==> config.mk <==
export PLATFORM = sky130hd
export DESIGN_NAME = uv_bus_arb
export DESIGN_NICKNAME = d
export VERILOG_FILES = /design/src/rtl/uv_bus_arb.sv
export SDC_FILE = /design/constraint.sdc
export NUM_CORES = 1
export LEC_CHECK = 0
export ABC_AREA = 0
export ABC_CLOCK_PERIOD_IN_PS = 2600
export CORE_AREA = 2 2 90 92
export DETAILED_ROUTE_END_ITERATION = 7
export DIE_AREA = 0 0 92 94
export DONT_BUFFER_PORTS = 1
export PLACE_DENSITY = 0.41
export SLEW_MARGIN = 20
export SYNTH_ARGS = -nofsm -noshare
export SYNTH_HDL_FRONTEND = slang
export SYNTH_SLANG_ARGS = --single-unit
export TNS_END_PERCENT = 5
==> constraint.sdc <==
create_clock -name clk -period 2.6 [get_ports clk]
set_input_delay 0.52 -clock clk [delete_from_list [all_inputs] [get_ports clk]]
set_output_delay 0.52 -clock clk [all_outputs]
set_load 0.03 [all_outputs]
==> src/rtl/uv_bus_arb.sv <==
// uv_bus_arb: round-robin arbiter sharing one bus slave port among NUM masters.
// One transaction is outstanding at a time: grant, forward the request, route
// the single response back, then re-arbitrate from IDLE.
//
// state   | meaning
// ST_IDLE | no grant held; pick the next requester starting at r_ptr
// ST_REQ  | granted master's request forwarded to the slave until handshake
// ST_RSP  | slave response routed to the granted master until handshake
module uv_bus_arb #(
  parameter int NUM  = 2,
  parameter int ALEN = 12,
  parameter int DLEN = 32,
  parameter int MLEN = DLEN / 8,
  parameter int IDW  = 3
) (
  input  logic                 clk,
  input  logic                 rst_n,
  input  logic [NUM-1:0]       mst_req_vld,
  output logic [NUM-1:0]       mst_req_rdy,
  input  logic [NUM-1:0]       mst_req_read,
  input  logic [NUM*ALEN-1:0]  mst_req_addr,
  input  logic [NUM*MLEN-1:0]  mst_req_mask,
  input  logic [NUM*DLEN-1:0]  mst_req_data,
  output logic [NUM-1:0]       mst_rsp_vld,
  input  logic [NUM-1:0]       mst_rsp_rdy,
  output logic [1:0]           mst_rsp_excp,
  output logic [DLEN-1:0]      mst_rsp_data,
  output logic                 slv_req_vld,
  input  logic                 slv_req_rdy,
  output logic                 slv_req_read,
  output logic [ALEN-1:0]      slv_req_addr,
  output logic [MLEN-1:0]      slv_req_mask,
  output logic [DLEN-1:0]      slv_req_data,
  input  logic                 slv_rsp_vld,
  output logic                 slv_rsp_rdy,
  input  logic [1:0]           slv_rsp_excp,
  input  logic [DLEN-1:0]      slv_rsp_data,
  output logic                 arb_busy,
  output logic [IDW-1:0]       arb_gnt
);

  typedef enum logic [1:0] {
    ST_IDLE = 2'd0,
    ST_REQ  = 2'd1,
    ST_RSP  = 2'd2
  } state_t;

  state_t         r_state;
  state_t         w_state_nxt;
  logic [IDW-1:0] r_gnt;
  logic [IDW-1:0] r_ptr;
  logic [IDW-1:0] w_gnt_nxt;
  logic [IDW-1:0] w_ptr_nxt;
  logic [IDW-1:0] w_pick;
  logic           w_any;

  logic            w_sel_vld;
  logic            w_sel_read;
  logic [ALEN-1:0] w_sel_addr;
  logic [MLEN-1:0] w_sel_mask;
  logic [DLEN-1:0] w_sel_data;
  logic            w_sel_rsp_rdy;

  // Round-robin pick: first requester at or above r_ptr, else first below it.
  always_comb begin
    w_any  = 1'b0;
    w_pick = '0;
    for (int i = 0; i < NUM; i++) begin
      if (!w_any && mst_req_vld[i] && (IDW'(i) >= r_ptr)) begin
        w_any  = 1'b1;
        w_pick = IDW'(i);
      end
    end
    for (int i = 0; i < NUM; i++) begin
      if (!w_any && mst_req_vld[i] && (IDW'(i) < r_ptr)) begin
        w_any  = 1'b1;
        w_pick = IDW'(i);
      end
    end
  end

  // Select the granted master's request fields and response ready.
  always_comb begin
    w_sel_vld     = 1'b0;
    w_sel_read    = 1'b0;
    w_sel_addr    = '0;
    w_sel_mask    = '0;
    w_sel_data    = '0;
    w_sel_rsp_rdy = 1'b0;
    for (int i = 0; i < NUM; i++) begin
      if (r_gnt == IDW'(i)) begin
        w_sel_vld     = mst_req_vld[i];
        w_sel_read    = mst_req_read[i];
        w_sel_addr    = mst_req_addr[i*ALEN +: ALEN];
        w_sel_mask    = mst_req_mask[i*MLEN +: MLEN];
        w_sel_data    = mst_req_data[i*DLEN +: DLEN];
        w_sel_rsp_rdy = mst_rsp_rdy[i];
      end
    end
  end

  // Next-state, grant and pointer update.
  always_comb begin
    w_state_nxt = r_state;
    w_gnt_nxt   = r_gnt;
    w_ptr_nxt   = r_ptr;
    case (r_state)
      ST_IDLE: begin
        if (w_any) begin
          w_state_nxt = ST_REQ;
          w_gnt_nxt   = w_pick;
        end
      end
      ST_REQ: begin
        if (w_sel_vld && slv_req_rdy) begin
          w_state_nxt = ST_RSP;
          w_ptr_nxt   = (r_gnt == IDW'(NUM - 1)) ? '0 : r_gnt + IDW'(1);
        end else if (!w_sel_vld) begin
          // requester withdrew before handshake: drop the grant, keep the pointer
          w_state_nxt = ST_IDLE;
        end
      end
      ST_RSP: begin
        if (slv_rsp_vld && w_sel_rsp_rdy) begin
          w_state_nxt = ST_IDLE;
        end
      end
      default: w_state_nxt = ST_IDLE;
    endcase
  end

  // State, grant and pointer registers.
  always_ff @(posedge clk or negedge rst_n) begin
    if (!rst_n) begin
      r_state <= ST_IDLE;
      r_gnt   <= '0;
      r_ptr   <= '0;
    end else begin
      r_state <= w_state_nxt;
      r_gnt   <= w_gnt_nxt;
      r_ptr   <= w_ptr_nxt;
    end
  end

  // Bus routing; payloads are zero outside the state that uses them.
  always_comb begin
    mst_req_rdy  = '0;
    mst_rsp_vld  = '0;
    mst_rsp_excp = '0;
    mst_rsp_data = '0;
    slv_req_vld  = 1'b0;
    slv_req_read = 1'b0;
    slv_req_addr = '0;
    slv_req_mask = '0;
    slv_req_data = '0;
    slv_rsp_rdy  = 1'b0;
    case (r_state)
      ST_REQ: begin
        slv_req_vld  = w_sel_vld;
        slv_req_read = w_sel_read;
        slv_req_addr = w_sel_addr;
        slv_req_mask = w_sel_mask;
        slv_req_data = w_sel_data;
        for (int i = 0; i < NUM; i++) begin
          if (r_gnt == IDW'(i)) mst_req_rdy[i] = slv_req_rdy;
        end
      end
      ST_RSP: begin
        slv_rsp_rdy  = w_sel_rsp_rdy;
        mst_rsp_excp = slv_rsp_excp;
        mst_rsp_data = slv_rsp_data;
        for (int i = 0; i < NUM; i++) begin
          if (r_gnt == IDW'(i)) mst_rsp_vld[i] = slv_rsp_vld;
        end
      end
      default: ;
    endcase
  end

  assign arb_busy = (r_state != ST_IDLE);
  assign arb_gnt  = r_gnt;

endmodule

======== Yosys cells after proc, flatten, opt, wreduce, memory -nomap -nowiden ========
Index checks and enable logic that the tools add are counted.
operators by class
  multiplexer cells ....................... 39
  equal/unequal tests ..................... 6
  add/sub/neg operators ................... 1
  magnitude comparators ................... 4
  reduce and logical (&&, ||, !) cells .... 18
operators with widths
  cell                 count
  $mux 32              4
  $mux 12              3
  $mux 1               19
  $mux 2               7
  $mux 4               3
  $logic_and 1x1->1    9
  $ge 1x3->1 const A   2
  $lt 1x3->1 const A   2
  $mux 3               2
  $pmux 2 s3           1
  $ne 2x2->1 const B   2
  $reduce_and 2->1     2
  $add 3x1->3 const B  1
  $eq 3x1->1 const B   1
  $logic_not 1->1      3
  $logic_not 3->1      1
  $ne 3x3->1 const B   1
  $reduce_and 3->1     1
  $eq 2x1->1 const B   1
  $eq 2x2->1 const B   1
  $logic_not 2->1      1
  $reduce_bool 2->1    1
storage, ports and cells
  output and inout bits ................... 93
  word-level logic and storage cells ...... 71
  register bits ........................... 8

======== Longest topological paths before layout ========
  depth in word-level cells ............... 17
  depth in mapped cells ................... 4

======== Worst setup path after synthesis ========
No wires, ideal clock.
  kind .................................... register to output
  start ................................... register r_gnt[0], in the netlist arb_gnt[0]
  end ..................................... output slv_req_addr[0]
  path buffers ............................ 2
  slack ................................... 0.673 ns
  stages on the path, launching flop included .. 5
  data arrival time ....................... 1.407 ns
  cell sequence ........................... dfrtp_1 buf_6 buf_12 mux2i_1 nor2_1
on the way
  word-level cells in the longest chain between the ends .. 4
  elaborated cells on any way between the ends .. 5
  classes of those cells .................. 1 x eq/ne; 3 x mux; 1 x reduce/logical
ends and longest elaborated chain
  element                 RTL line  source
  start, declared         50        logic [IDW-1:0] r_gnt;
  start signal, assigned  140       r_gnt <= w_gnt_nxt;
  $logic_not 3->1         91        if (r_gnt == IDW'(i)) begin
  $mux 12                 91
  $mux 12 (*)             91
  $mux 12 (*)             157       case (r_state)
  end, declared           31        output logic [ALEN-1:0] slv_req_addr,
Every way passes the cells marked *; elsewhere a longest branch is shown, timed or not.

======== Final worst setup path ========
  start ................................... register r_state[1]
  end ..................................... output slv_req_vld
on the way
  word-level cells in the longest chain between the ends .. 2
ends and longest elaborated chain
  element                 RTL line  source
  start, declared         48        state_t r_state;
  start signal, assigned  139       r_state <= w_state_nxt;
  $eq 2x1->1              157
  $mux 1                  157
  end, declared           28        output logic slv_req_vld,
Every way passes these cells.

==> results.sh <==
export IMPL_cts_sinks=4
export IMPL_synth_enable_flop_cells=0
export IMPL_clock_latency_ps=220
export IMPL_dp_slack_ps=598
export IMPL_grt_pass1_wl_mm=6.06
export IMPL_hold_start="mst_req_vld[0]"
export IMPL_wl_mm=4.57
export IMPL_critPathCaptureType="primary output"
export IMPL_dp_hpwl_mm=3.80
export IMPL_relSlewSlack=0.612
export IMPL_die_w_um=92
export IMPL_core_mm2=0.00761
export IMPL_ys_warnings_count=0
export IMPL_grt_max_degree=36
export IMPL_finalMaxSlewViolations=0
export IMPL_r2r_start="r_state[1]"
export IMPL_antenna_found_initial=0
export IMPL_synth_cell_types=18
export IMPL_switching_share=0.611
export IMPL_syn_area_mm2=0.00132
export IMPL_synthFlopType="dfrtp_1"
export IMPL_grt_pass1_vias=1203
export IMPL_via_count=1417
export IMPL_first_iter_violations=72
export IMPL_vias_per_cell=4.29
export IMPL_diodes=0
export IMPL_p_sw_uw=1770
export IMPL_synth_top_cell_area_share=0.388
export IMPL_period_share=0.848
export IMPL_n_fill_cell=830
export IMPL_first_pass_iters=4
export IMPL_ios=233
export IMPL_ir_drop_mv=0.650
export IMPL_wl_per_cell_um=13.9
export IMPL_drive_gt1_frac=0.272
export IMPL_fin_skew_ps=7.08
export IMPL_pwr_share_seq=0.062
export IMPL_rsz0062_at_grt="no"
export IMPL_seq_area_frac_synth=0.0760
export IMPL_synth_async_reset_ratio=1.00
export IMPL_crit_arrival_ps=1680
export IMPL_powerDensity_mw_per_mm2=1610
export IMPL_grt_usage=0.0848
export IMPL_die_height_um=94
export IMPL_reg2reg_to="r_ptr[0]"
export IMPL_crit_path_max_fanout=29
export IMPL_ant_nets=0
export IMPL_synth_top_area_cell="mux2i_1"
export IMPL_hold_class="in2reg"
export IMPL_status="complete, no violations"
export IMPL_netlist_top_cells_area="mux2i_1 (39%), and2_1 (16%), nor2_1 (16%), dfrtp_1 (7.6%), buf_12 (6.1%)"
export IMPL_final_setup_viol_count=0
export IMPL_max_freq_mhz=454
export IMPL_fin_cells=330
export IMPL_gp_congestion=0.835
export IMPL_hold_viol=0
export IMPL_syn_inst=183
export IMPL_cts_made_buffers=3
export IMPL_cts_resized_gates=0
export IMPL_cap_violations=0
export IMPL_rr_worst_depth=4
export IMPL_initial_core_util=0.173
export IMPL_combPwrFrac=0.890
export IMPL_grt_overflow=0
export IMPL_cp_required_ps=2080
export IMPL_rows=32
export IMPL_syn_avg_cell_area_um2=7.19
export IMPL_worst_pin_slew_ps=581
export IMPL_crit_type="reg2out"
export IMPL_h_tree_depth=1
export IMPL_r2r_slack_ps=1090
export IMPL_cts_tree="done"
export IMPL_area_growth_pct=36.6
export IMPL_min_to="arb_gnt[0]"
export IMPL_port_buffer_count=0
export IMPL_die_area_mm2=0.00865
export IMPL_path_clk_slew_ps=40
export IMPL_p_int_uw=1130
export IMPL_fin_nets=369
export IMPL_p_leak_uw=0.000929
export IMPL_final_setup_tns_ps=0
export IMPL_min_period_ps=2200
export IMPL_cp_start_kind="flop"
export IMPL_dp_cells=325
export IMPL_clockPowerShare=0.049
export IMPL_clk_path_buf_depth=2
export IMPL_fin_ws_ps=396
export IMPL_holdPathStages=1
export IMPL_post_route_drc_count=0
export IMPL_yosys_register_bits=4
export IMPL_cts_root_buf="clkbuf_8"
==> layout make-up <==
class                      count  area, um^2  share of cell area
clock buffer                   4        45.0              0.0251
timing repair buffer          58         475               0.264
tap                          102         128              0.0710
sequential                     4         104              0.0578
multi-input combinational    160        1040               0.578
inverter                       2        7.51             0.00418
==> kinds of logic (layout without fill, tap and decap cells) <==
family,count (synthesis),in the layout,share of synthesized area
AND/OR/NAND/NOR,99,99,0.358
flip-flops,4,4,0.0760
buffers and inverters,20,64,0.140
multiplexers,51,51,0.388
AO/OA/AOI/OAI,8,8,0.0352
other,1,2,0.00285
==> metal layers <==
metal | share of wire | vias to the layer above | GRT usage
met1 | 0.41 | 624 | 0.119
met4 | 0.0026 | 0 | 0.00995
met2 | 0.49 | 105 | 0.135
met3 | 0.10 | 2 | 0.0209
li1 | - | 686 | -
met5 | 0 | - | 0
==> registers in the layout, summed over array words and instances, names as in the netlist <==
signal / count
arb_gnt: 1
r_state: 2
r_ptr: 1
==> repair_timing <==
item	in CTS	in global routing
setup endpoints to repair	0	0
hold buffers	1	0
hold endpoints to repair	4	0
buffers inserted	0	0
==> power by group through the flow <==
| stage | Sequential (uW) | Combinational, uW | Clock [uW] |
|---|---|---|---|
| finish | 178 | 2580 | 142 |
| floorplan | 137 | 2050 | 0 |
| global route | 186 | 2730 | 150 |
| CTS | 178 | 2610 | 145 |
| detailed placement | 179 | 2600 | 0 |
| global placement | 177 | 2590 | 0 |
==> worst max-delay path by stage <==
| stage | from | endpoint | slack, ps |
|---|---|---|---|
| 3_5_place_dp | r_state[1] | slv_req_vld | 600 |
| 5_1_grt | r_state[1] | slv_req_addr[3] | 250 |
| 6_report | r_state[1] | slv_req_vld | 400 |
| 2_1_floorplan | arb_gnt[0] | slv_req_addr[0] | 670 |
| 3_3_place_gp | r_state[1] | slv_req_vld | 640 |
| 4_1_cts | r_state[1] | slv_req_vld | 350 |
==> synth_stat cells (3+ instances only) <==
cell,number
nor2_1,55
mux2i_1,51
and2_1,34
buf_2,8
buf_12,4
dfrtp_1,4
nand2_1,4
buf_4,3
buf_6,3
nor2b_1,3
o21ai_1,3
==> critical path, cell delays in order (launching register included) <==
cell	delay, ps
dfrtp_1	400
nand2b_2	470
buf_12	300
nor2_1	120
buf_4	170
==> stage by stage <==
| stage | utilization | hold WS [ps] | area, um^2 | power [uW] |
|---|---|---|---|---|
| floorplan | - | 224 | 1320 | 2180 |
| global placement | 0.229 | 225 | 1740 | 2760 |
| detailed placement | 0.229 | 225 | 1740 | 2780 |
| CTS | 0.236 | 385 | 1800 | 2930 |
| global route | 0.236 | 387 | 1800 | 3070 |
| finish | 0.236 | 390 | 1800 | 2900 |
==> cells in the final DEF (no fill, tap or decap) <==
cell,Yosys,layout
buf_4,3,54
and3_1,2,2
and2_1,34,34
o21ai_1,3,3
clkbuf_8,0,3
dfrtp_4,0,1
clkbuf_1,0,1
conb_1,1,2
dlygate4sd3_1,0,1
o22a_1,1,1
a21oi_1,2,2
nor2b_1,3,3
nand2_1,4,4
inv_1,2,2
buf_12,4,3
mux2i_1,51,51
a31oi_1,2,2
nor2_1,55,55
dfrtp_1,4,3
nand2b_2,0,1
(Power assumes the default switching activity.)
